File: config.mk
export PLATFORM = sky130hd
export DESIGN_NAME = piso_tx
export DESIGN_NICKNAME = d
export VERILOG_FILES = /design/src/rtl/piso_tx.sv
export SDC_FILE = /design/constraint.sdc
export NUM_CORES = 1
export LEC_CHECK = 0
export CORE_MARGIN = 2
export CORE_UTILIZATION = 41
export DETAILED_ROUTE_END_ITERATION = 8
export GPL_ROUTABILITY_DRIVEN = 0
export PLACE_DENSITY = 0.75
export SLEW_MARGIN = 20
export SYNTH_ARGS = -nofsm -noshare
export SYNTH_HDL_FRONTEND = slang
export SYNTH_SLANG_ARGS = --single-unit
File: constraint.sdc
create_clock -name clk -period 1.4 [get_ports clk]
set_input_delay 0.28 -clock clk [delete_from_list [all_inputs] [get_ports clk]]
set_output_delay 0.28 -clock clk [all_outputs]
set_load 0.05 [all_outputs]
File: src/rtl/piso_tx.sv
// piso_tx: parallel-in serial-out transmitter, one bit per clk, MSB or LSB first.
// Latency: first bit on serial_out the cycle after the accept edge; frame is WIDTH cycles (WIDTH+1 with parity).
// Backpressure: load_ready only in IDLE or the last frame cycle; optional parity bit via `PISO_PARITY_EN.
module piso_tx #(
    parameter int WIDTH     = 8,
    parameter int MSB_FIRST = 1
) (
    input  logic             clk,
    input  logic             Rst,
    input  logic [WIDTH-1:0] load_data,
    input  logic             load_valid,
    output logic             load_ready,
    output logic             serial_out,
    output logic             shift_active,
    output logic             frame_done
);

    // Counter is sized to hold 0..WIDTH-1; WIDTH is at least 2 so clog2 is at least 1.
    localparam int             CW       = (WIDTH > 1) ? $clog2(WIDTH) : 1;
    localparam logic [CW-1:0]  LAST_BIT = CW'(WIDTH - 1);

    if (WIDTH < 2 || WIDTH > 32) begin : g_bad_width
        $error("piso_tx: WIDTH must be in 2..32");
    end

`ifdef PISO_PARITY_EN
    typedef enum logic [1:0] {
        ST_IDLE   = 2'd0,
        ST_SHIFT  = 2'd1,
        ST_PARITY = 2'd2
    } state_t;
`else
    typedef enum logic [1:0] {
        ST_IDLE  = 2'd0,
        ST_SHIFT = 2'd1
    } state_t;
`endif

    state_t           state_q;
    state_t           state_d;
    logic [WIDTH-1:0] shift_q;
    logic [CW-1:0]    cnt_q;
    logic             serial_q;
`ifdef PISO_PARITY_EN
    logic             par_q;
`endif

    logic             on_last;      // last data bit is on the line
    logic             frame_end;    // last cycle of the whole frame
    logic             accept;
    logic [WIDTH-1:0] src_word;
    logic             src_bit;
    logic [WIDTH-1:0] src_shifted;

    // Frame-position decode and handshake, all from registered state so
    // load_ready never looks at load_valid.
    always_comb begin
        on_last = (state_q == ST_SHIFT) && (cnt_q == LAST_BIT);
`ifdef PISO_PARITY_EN
        frame_end = (state_q == ST_PARITY);
`else
        frame_end = on_last;
`endif
        load_ready   = !Rst && ((state_q == ST_IDLE) || frame_end);
        accept       = load_valid && load_ready;
        shift_active = (state_q != ST_IDLE);
        frame_done   = frame_end;
    end

    // One shared shifter: on accept it works on the fresh word so the first
    // bit leaves in the same edge the word is captured; otherwise on the
    // remaining bits of the current word.
    always_comb begin
        src_word = accept ? load_data : shift_q;
        if (MSB_FIRST != 0) begin
            src_bit     = src_word[WIDTH-1];
            src_shifted = {src_word[WIDTH-2:0], 1'b0};
        end else begin
            src_bit     = src_word[0];
            src_shifted = {1'b0, src_word[WIDTH-1:1]};
        end
    end

    // State register; reset wins over any accept on the same edge.
    always_ff @(posedge clk) begin
        if (Rst) begin
            state_q <= ST_IDLE;
        end else begin
            state_q <= state_d;
        end
    end

    // Next-state: a frame ends either in IDLE or, with a pending accept,
    // straight into the next frame's first bit.
    always_comb begin
        state_d = state_q;
        case (state_q)
            ST_IDLE: begin
                if (accept) begin
                    state_d = ST_SHIFT;
                end
            end
            ST_SHIFT: begin
                if (on_last) begin
`ifdef PISO_PARITY_EN
                    state_d = ST_PARITY;
`else
                    state_d = accept ? ST_SHIFT : ST_IDLE;
`endif
                end
            end
`ifdef PISO_PARITY_EN
            ST_PARITY: begin
                state_d = accept ? ST_SHIFT : ST_IDLE;
            end
`endif
            default: begin
                state_d = ST_IDLE;
            end
        endcase
    end

    // Datapath: capture/shift, bit counter and the registered serial line.
    // Any cycle that is not carrying a frame bit drives the line low.
    always_ff @(posedge clk) begin
        if (Rst) begin
            shift_q  <= '0;
            cnt_q    <= '0;
            serial_q <= 1'b0;
`ifdef PISO_PARITY_EN
            par_q    <= 1'b0;
`endif
        end else if (accept) begin
            shift_q  <= src_shifted;
            serial_q <= src_bit;
            cnt_q    <= '0;
`ifdef PISO_PARITY_EN
            par_q    <= ^load_data;
`endif
        end else if ((state_q == ST_SHIFT) && !on_last) begin
            shift_q  <= src_shifted;
            serial_q <= src_bit;
            cnt_q    <= cnt_q + CW'(1);
`ifdef PISO_PARITY_EN
        end else if (on_last) begin
            serial_q <= par_q;
`endif
        end else begin
            serial_q <= 1'b0;
        end
    end

    assign serial_out = serial_q;

`ifndef SYNTHESIS
    // Sanity properties on the output framing.
    always_ff @(posedge clk) begin
        if (!Rst) begin
            assert (!frame_done || shift_active)
                else $error("piso_tx: frame_done outside a frame");
            assert (shift_active || !serial_out)
                else $error("piso_tx: serial_out high while idle");
        end
    end
`endif

endmodule

# ---- Yosys cells after proc, flatten, opt, wreduce, memory -nomap -nowiden
# Index checks and enable logic that the tools add are counted.
dict set report word_totals {
  reg_bits 13
  input_bits 11
  out_inout_bits 4
}
dict set report classes {
  addsub 1
  n_eq_ne 4
  n_mux 9
  reduce_logical 12
}
# cell n
set ops {}
lappend ops {{8-bit 2-to-1 mux} 3}
lappend ops {{1-bit logical AND} 4}
lappend ops {{2-bit 2-to-1 mux} 2}
lappend ops {{2-bit != test, second input constant} 2}
lappend ops {{2-bit case mux with 2 select lines} 1}
lappend ops {{2-bit nonzero test} 2}
lappend ops {{3-bit by 1-bit adder with 3-bit output, second input constant} 1}
lappend ops {{3-bit == test, second input constant} 1}
lappend ops {{1-bit 2-to-1 mux} 3}
lappend ops {{2-bit by 1-bit == test with 1-bit output, second input constant} 1}
lappend ops {{1-bit zero test} 2}
lappend ops {{2-bit zero test} 1}
lappend ops {{2-bit AND reduction} 1}
lappend ops {{2-bit OR reduction} 1}
lappend ops {{1-bit logical OR} 1}

# ---- Longest topological paths before layout
# Gate-level depths: netlist of run 1.
dict set report depth {
  depth_word 8
  mapped_depth 7
}

# ---- Worst setup path after synthesis of run 1
# OpenSTA, ideal clock, no wires.
dict set report synth_timing {
  path_kind {reg2out}
  start {reg cnt_q[1]}
  end {out load_ready}
  arrival_ns 1.503
  required_time_ns 1.120
  path_slack_ns -0.383
  stages_incl_launch_ff 5
  path_buffers 0
  cell_sequence {dfxtp_1 -> ha_1 -> ha_1 -> and2b_1 -> nor2_1}
}
dict set report synth_via {
  elab_chain_cells 4
}
# element line_no
set synth_rtl {}
lappend synth_rtl {{start: declaration} 42} ;# logic [CW-1:0] cnt_q;
lappend synth_rtl {{start signal: assignment} 143} ;# cnt_q <= cnt_q + CW'(1);
lappend synth_rtl {{3-bit == test} 58} ;# on_last = (state_q == ST_SHIFT) && (cnt_q == LAST_BIT);
lappend synth_rtl {{1-bit logical AND} 58}
lappend synth_rtl {{1-bit logical OR} 64} ;# load_ready = !Rst && ((state_q == ST_IDLE) || frame_end);
lappend synth_rtl {{1-bit logical AND} 64}
lappend synth_rtl {{end: declaration} 12} ;# output logic load_ready,
# Every way passes these cells.

# ---- Worst setup path in the final report of run 1
dict set report layout_timing {
  start {reg cnt_q[0]}
  end {out load_ready}
}
# Same word-level chain as after synthesis.

==> results of run 1 <==
state kept, by name, summed over array words and instances (netlist names):
signal / flops
serial_out: 1
state_q: 1
cnt_q: 3
shift_q: 7
repair_timing:
| action | in CTS | in global routing |
|---|---|---|
| buffers inserted | 2 | 0 |
| pin swaps | 1 | 1 |
| cloned | 0 | 1 |
| resized for setup | 12 | 4 |
| endpoints found under the hold margin | 0 | 0 |
| endpoints found under the setup margin | 3 | 12 |
critical path, stage by stage (launching register included):
cell	delay, ps
dfxtp_2	350
ha_4	140
ha_4	120
and2b_2	230
nor2_4	100
buf_12	140
routing by layer:
metal	GRT usage	part of all wire	vias to the layer above	routed length (µm)
met5	0	0	-	0
met2	0.2906	0.55	9	724
met3	0.05603	0.047	0	62
li1	-	-	246	-
met1	0.1864	0.40	237	526
met4	0.03750	0	0	0
Yosys cell counts, drive strengths merged:
| cell type | number | area (µm²) |
|---|---|---|
| dfxtp | 12 | 240.2 |
| nor2 | 9 | 33.78 |
| mux2i | 7 | 70.07 |
| a211oi | 6 | 75.07 |
| a21oi | 4 | 31.28 |
| buf | 4 | 38.78 |
| nand2 | 3 | 11.26 |
| nand3b | 3 | 30.03 |
| ha | 2 | 25.02 |
| nand2b | 2 | 12.51 |
| and2 | 1 | 6.260 |
| and2b | 1 | 7.510 |
| nand3 | 1 | 10.01 |
| nor3 | 1 | 5.000 |
metrics by stage:
step,hold slack (ps),total power [W],std cells
3_3_place_gp,458.1,0.0005688,88
3_5_place_dp,471.6,0.0005746,88
2_1_floorplan,344.6,0.0004915,56
5_1_grt,501.0,0.0008339,94
4_1_cts,477.2,0.0007888,93
6_report,478.1,0.0007909,94
area by class of cell:
type / instances / area share
well taps: 15 / 0.02005
repair buffers: 24 / 0.2995
flip-flops and latches: 12 / 0.2594
clock buffers: 3 / 0.02406
multi-input cells: 40 / 0.3971
power breakdown:
group / internal [W] / leakage (nW) / total [W] / switching (W)
registers: 0.000365 / 0.0998 / 0.000385 / 0.0000192
logic: 0.000114 / 0.262 / 0.000205 / 0.0000910
clock network: 0.0000992 / 0.0138 / 0.000201 / 0.000102
path summary, 6_finish.rpt:
check,end,cells past startpoint
worst min-delay path,serial_out,2
worst max register to register,shift_q[2],6
worst min register to register,serial_out,2
worst max-delay path,load_ready,5
cell families after synthesis:
| logic type | synth area share |
|---|---|
| buffers and inverters | 0.06498 |
| multiplexers | 0.1174 |
| adder cells (fa/ha/maj) | 0.04192 |
| flip-flops | 0.4025 |
| AO/OA/AOI/OAI | 0.1782 |
| AND/OR/NAND/NOR | 0.1950 |
==> metrics.yaml, run 1 <==
status:
  status: "complete, but fails checks"
  failed_checks: "negative setup slack"
clock_tree:
  cts_buffer_depth: 2
  htree_levels: 1
  numCtsBuffers: 3
  cts_hold_buf: 0
  tritoncts: "yes"
  cts.sink_count: 12
  root_buffer: "clkbuf_4"
  path_clk_slew_ps: 70
  clk_latency_ps: 260
global_routing:
  track_usage: 0.1630
  globalRouteOverflowTotal: 0
  antenna_found_initial: 0
  grt_pass1_wl_um: 2159
  grt_pass1_vias: 486
  grt_max_degree: 17
sta:
  fin_ws_ps: -220.5
  setup_tns_ps: -430.4
  hold_viol: 0
  slew_violations: 0
  grt_setup_unrepaired: "true"
  slew_headroom: 0.8207
  fin_crit_ps: 1621
  fin_skew_ps: 5.353
  tightest_slew_ps: 268.7
  setup_violations: 2
  max_freq_mhz: 617.1
  timing.final.crit_share: 1.158
routing:
  wirelength_um: 1314
  drt_first_iter_violations: 7
  routed_via_density: 5.234
  drtPass1Iterations: 4
  drc: 0
  wire_per_inst_um: 13.98
  num_vias: 492
  final_antenna_net_count: 0
setup_path:
  timing.rr.start: "cnt_q[0]"
  crit_required_ps: 1120
  cp_max_fo: 2
  rrSetupSlack_ps: 50
  cp-startpoint: "cnt_q[0]"
  end_kind: "output port"
  crit_type: "reg -> out"
  worstSetupStartpointType: "register"
  crit_arrival_ps: 1340
finish:
  antenna_cells: 0
  final_util: 0.7017
  n_fill_cell: 97
  drive_above_1_share: 0.5190
  ff_latch_area_um2: 242.7
  final_cell_area_um2: 935.9
  areaGrowthSynthToFinish_pct: 56.81
  num-nets-final: 94
  layout_common_cells: "10 x dfxtp_1, 10 x clkdlybuf4s50_1, 8 x buf_4"
  multi_input_area_um2: 371.6
die:
  die_h_um: 42.16
  die_area_um2: 1777
  ios: 15
  core_area_um2: 1334
  die_w_um: 42.16
  rows: 13
  initial_core_util: 0.4475
worst_hold_path:
  min_from: "shift_q[7]"
  hold_path.class: "reg -> reg"
synthesis:
  ys_seq_elements: 12
  netlist_area_um2: 596.8
  syn_area_per_cell_um2: 10.66
  synth.distinct_cells: 19
  synthCells: 56
  synth_warnings: 0
  ys_seq_area_frac: 0.4025
  synth.net_count: 69
placed_design:
  place_area_um2: 818.3
  io_buffers: 14
  preCtsSetupSlack_ps: -14.01
  dp_hpwl_um: 911.4
flow_run:
  cap_violations: 0
pwr:
  leakage_nw: 0.3758
  p_per_area_nw_per_um2: 845.1
  peakVddDrop_v: 0.0005247
No activity file was read; power rests on OpenSTA's default activity.
==> run 2: changes to the inputs <==
Settings changed: SETUP_SLACK_MARGIN from default to 0.5.
==> run 2 against run 1 <==
  * The run still ends with negative setup slack left
  * Worst setup slack worse by 29 ps
  * Maximum frequency down 1.8%
  * Sequential cell count unchanged
  * Via count down 1.2%
  * Non-clock buffer count down 1
  * Sequential share of layout area fell by 2.7 points
  * Clock power is 40% higher
  * Clock skew up 1.7 ps
==> metrics.yaml, run 2 (synthesis results as in run 1) <==
finish:
  layout_common_cells: "10 x clkdlybuf4s50_1, 9 x dfxtp_1, 8 x nor2_4"
  mostFrequentLayoutCell: "clkdlybuf4s50_1"
  num-nets-final: 93
  final_cell_area_um2: 1051
  regMostFlops: "shift_q"
  drive_above_1_share: 0.6203
  antenna_cells: 0
  largestRegisters: "shift_q: 7 flops, cnt_q: 3 flops"
  largest_reg_flops: 7
  areaGrowthSynthToFinish_pct: 76.10
sta:
  slew_headroom: 0.8134
  timing.final.crit_share: 1.178
  max_freq_mhz: 606.2
  fin_skew_ps: 7.090
  setup_tns_ps: -690.9
  fin_ws_ps: -249.6
  slew_violations: 0
  fin_crit_ps: 1650
  hold_ws_ps: 460.2
  tightest_slew_ps: 279.5
  grt_setup_unrepaired: "true"
  setup_violations: 7
  hold_viol: 0
die:
  rows: 13
  initial_core_util: 0.4475
  core_area_um2: 1334
  die_area_um2: 1777
  ios: 15
  die_h_um: 42.16
  die_w_um: 42.16
global_routing:
  globalRouteOverflowTotal: 0
  grt_pass1_wl_um: 2187
  grt_pass1_vias: 473
  antenna_found_initial: 0
  grt_max_degree: 13
  track_usage: 0.1720
setup_path:
  slowest_delay_ps: 360
  cp-startpoint: "cnt_q[0]"
  crit_required_ps: 1120
  rr_endpoint: "cnt_q[0]"
  rrSetupSlack_ps: -70
  cp_max_fo: 3
  critPathSlowestCell: "dfxtp_2"
  worstSetupStartpointType: "register"
  worstPathCellList: "ha_4, ha_4, and2b_2, nor2_4, buf_12"
  end_kind: "output port"
  crit_type: "reg -> out"
  worst_r2r_path_depth: 8
  crit_family: "flip-flops"
  cp_num_buf_inv: 1
  crit_arrival_ps: 1370
  path_common_cell: "ha_4"
  timing.rr.start: "cnt_q[0]"
clock_tree:
  cts_buffer_depth: 2
  cts.sink_count: 12
  path_clk_slew_ps: 80
  cts_hold_buf: 0
  numCtsBuffers: 3
  htree_levels: 1
  tritoncts: "yes"
  clk_latency_ps: 280
  root_buffer: "clkbuf_4"
worst_hold_path:
  hold_path.class: "reg -> reg"
  holdPathEnd: "serial_out"
  min_from: "shift_q[7]"
  hold_depth: 2
pwr:
  p_per_area_nw_per_um2: 867.2
  leakage_nw: 0.4187
  total_power_w: 0.0009115
  peakVddDrop_v: 0.0008254
routing:
  drc: 0
  drtPass1Iterations: 4
  routed_via_density: 5.170
  wirelength_um: 1306
  drt_first_iter_violations: 2
  wire_per_inst_um: 13.89
  num_vias: 486
  final_antenna_net_count: 0
placed_design:
  preCtsSetupSlack_ps: 16.54
  place_area_um2: 849.6
  dp_hpwl_um: 747.6
  io_buffers: 14
status:
  status: "complete, but fails checks"
  failed_checks: "negative setup slack"
flow_run:
  cap_violations: 0
-- run 2: cell counts in the layout (fill, tap and decap cells not counted) --
No cell type changed its count.
-- run 2: metrics by stage --
stage,std cells,util
after floorplan,56,-
after global placement,85,0.6370
after detailed placement,85,0.6370
after CTS,93,0.7636
after global routing,94,0.7880
final,94,0.7880
-- run 2: area by class of cell --
class / instances / area, µm²
sequential: 12 / 244.0
multi-input combinational: 40 / 447.9
clock buffer: 4 / 36.28
timing repair buffer: 23 / 304.0
tap: 15 / 18.77
fill: 101 / 282.8
-- run 2: power by group --
part           internal (W)  switching (W)  total, W
clock network      0.000158       0.000123  0.000281
logic              0.000133       0.000107  0.000241
registers          0.000366      0.0000243  0.000390
total              0.000657       0.000254  0.000911
-- run 2: worst reg2reg max path, cell delays in order, from the launching register on --
cell	delay (ps)
dfxtp_2	340
ha_4	160
ha_4	150
and2b_2	240
buf_4	110
buf_6	80
buf_8	120
nand2b_1	60
a21oi_1	130
-- run 2: layer usage --
| metal | routed length, µm | part of all wire | global-route usage |
|---|---|---|---|
| met1 | 529 | 0.41 | 0.1921 |
| met2 | 694 | 0.53 | 0.2781 |
| met3 | 68 | 0.052 | 0.06897 |
| met4 | 14 | 0.011 | 0.09375 |
| met5 | 0 | 0 | 0 |
-- run 2: how the worst max path moves through the flow --
stage	depth (start not counted)	endpoint
after floorplan	4	load_ready
after global placement	5	load_ready
after detailed placement	5	load_ready
after CTS	5	load_ready
after global routing	5	load_ready
final	5	load_ready
-- run 2: timing repair --
item | 4_1_cts | 5_1_grt
cloned | 1 | 0
pin swaps | 9 | 7
endpoints found under the setup margin | 16 | 16
buffers inserted | 3 | 1
resized for setup | 21 | 7
endpoints found under the hold margin | 0 | 0
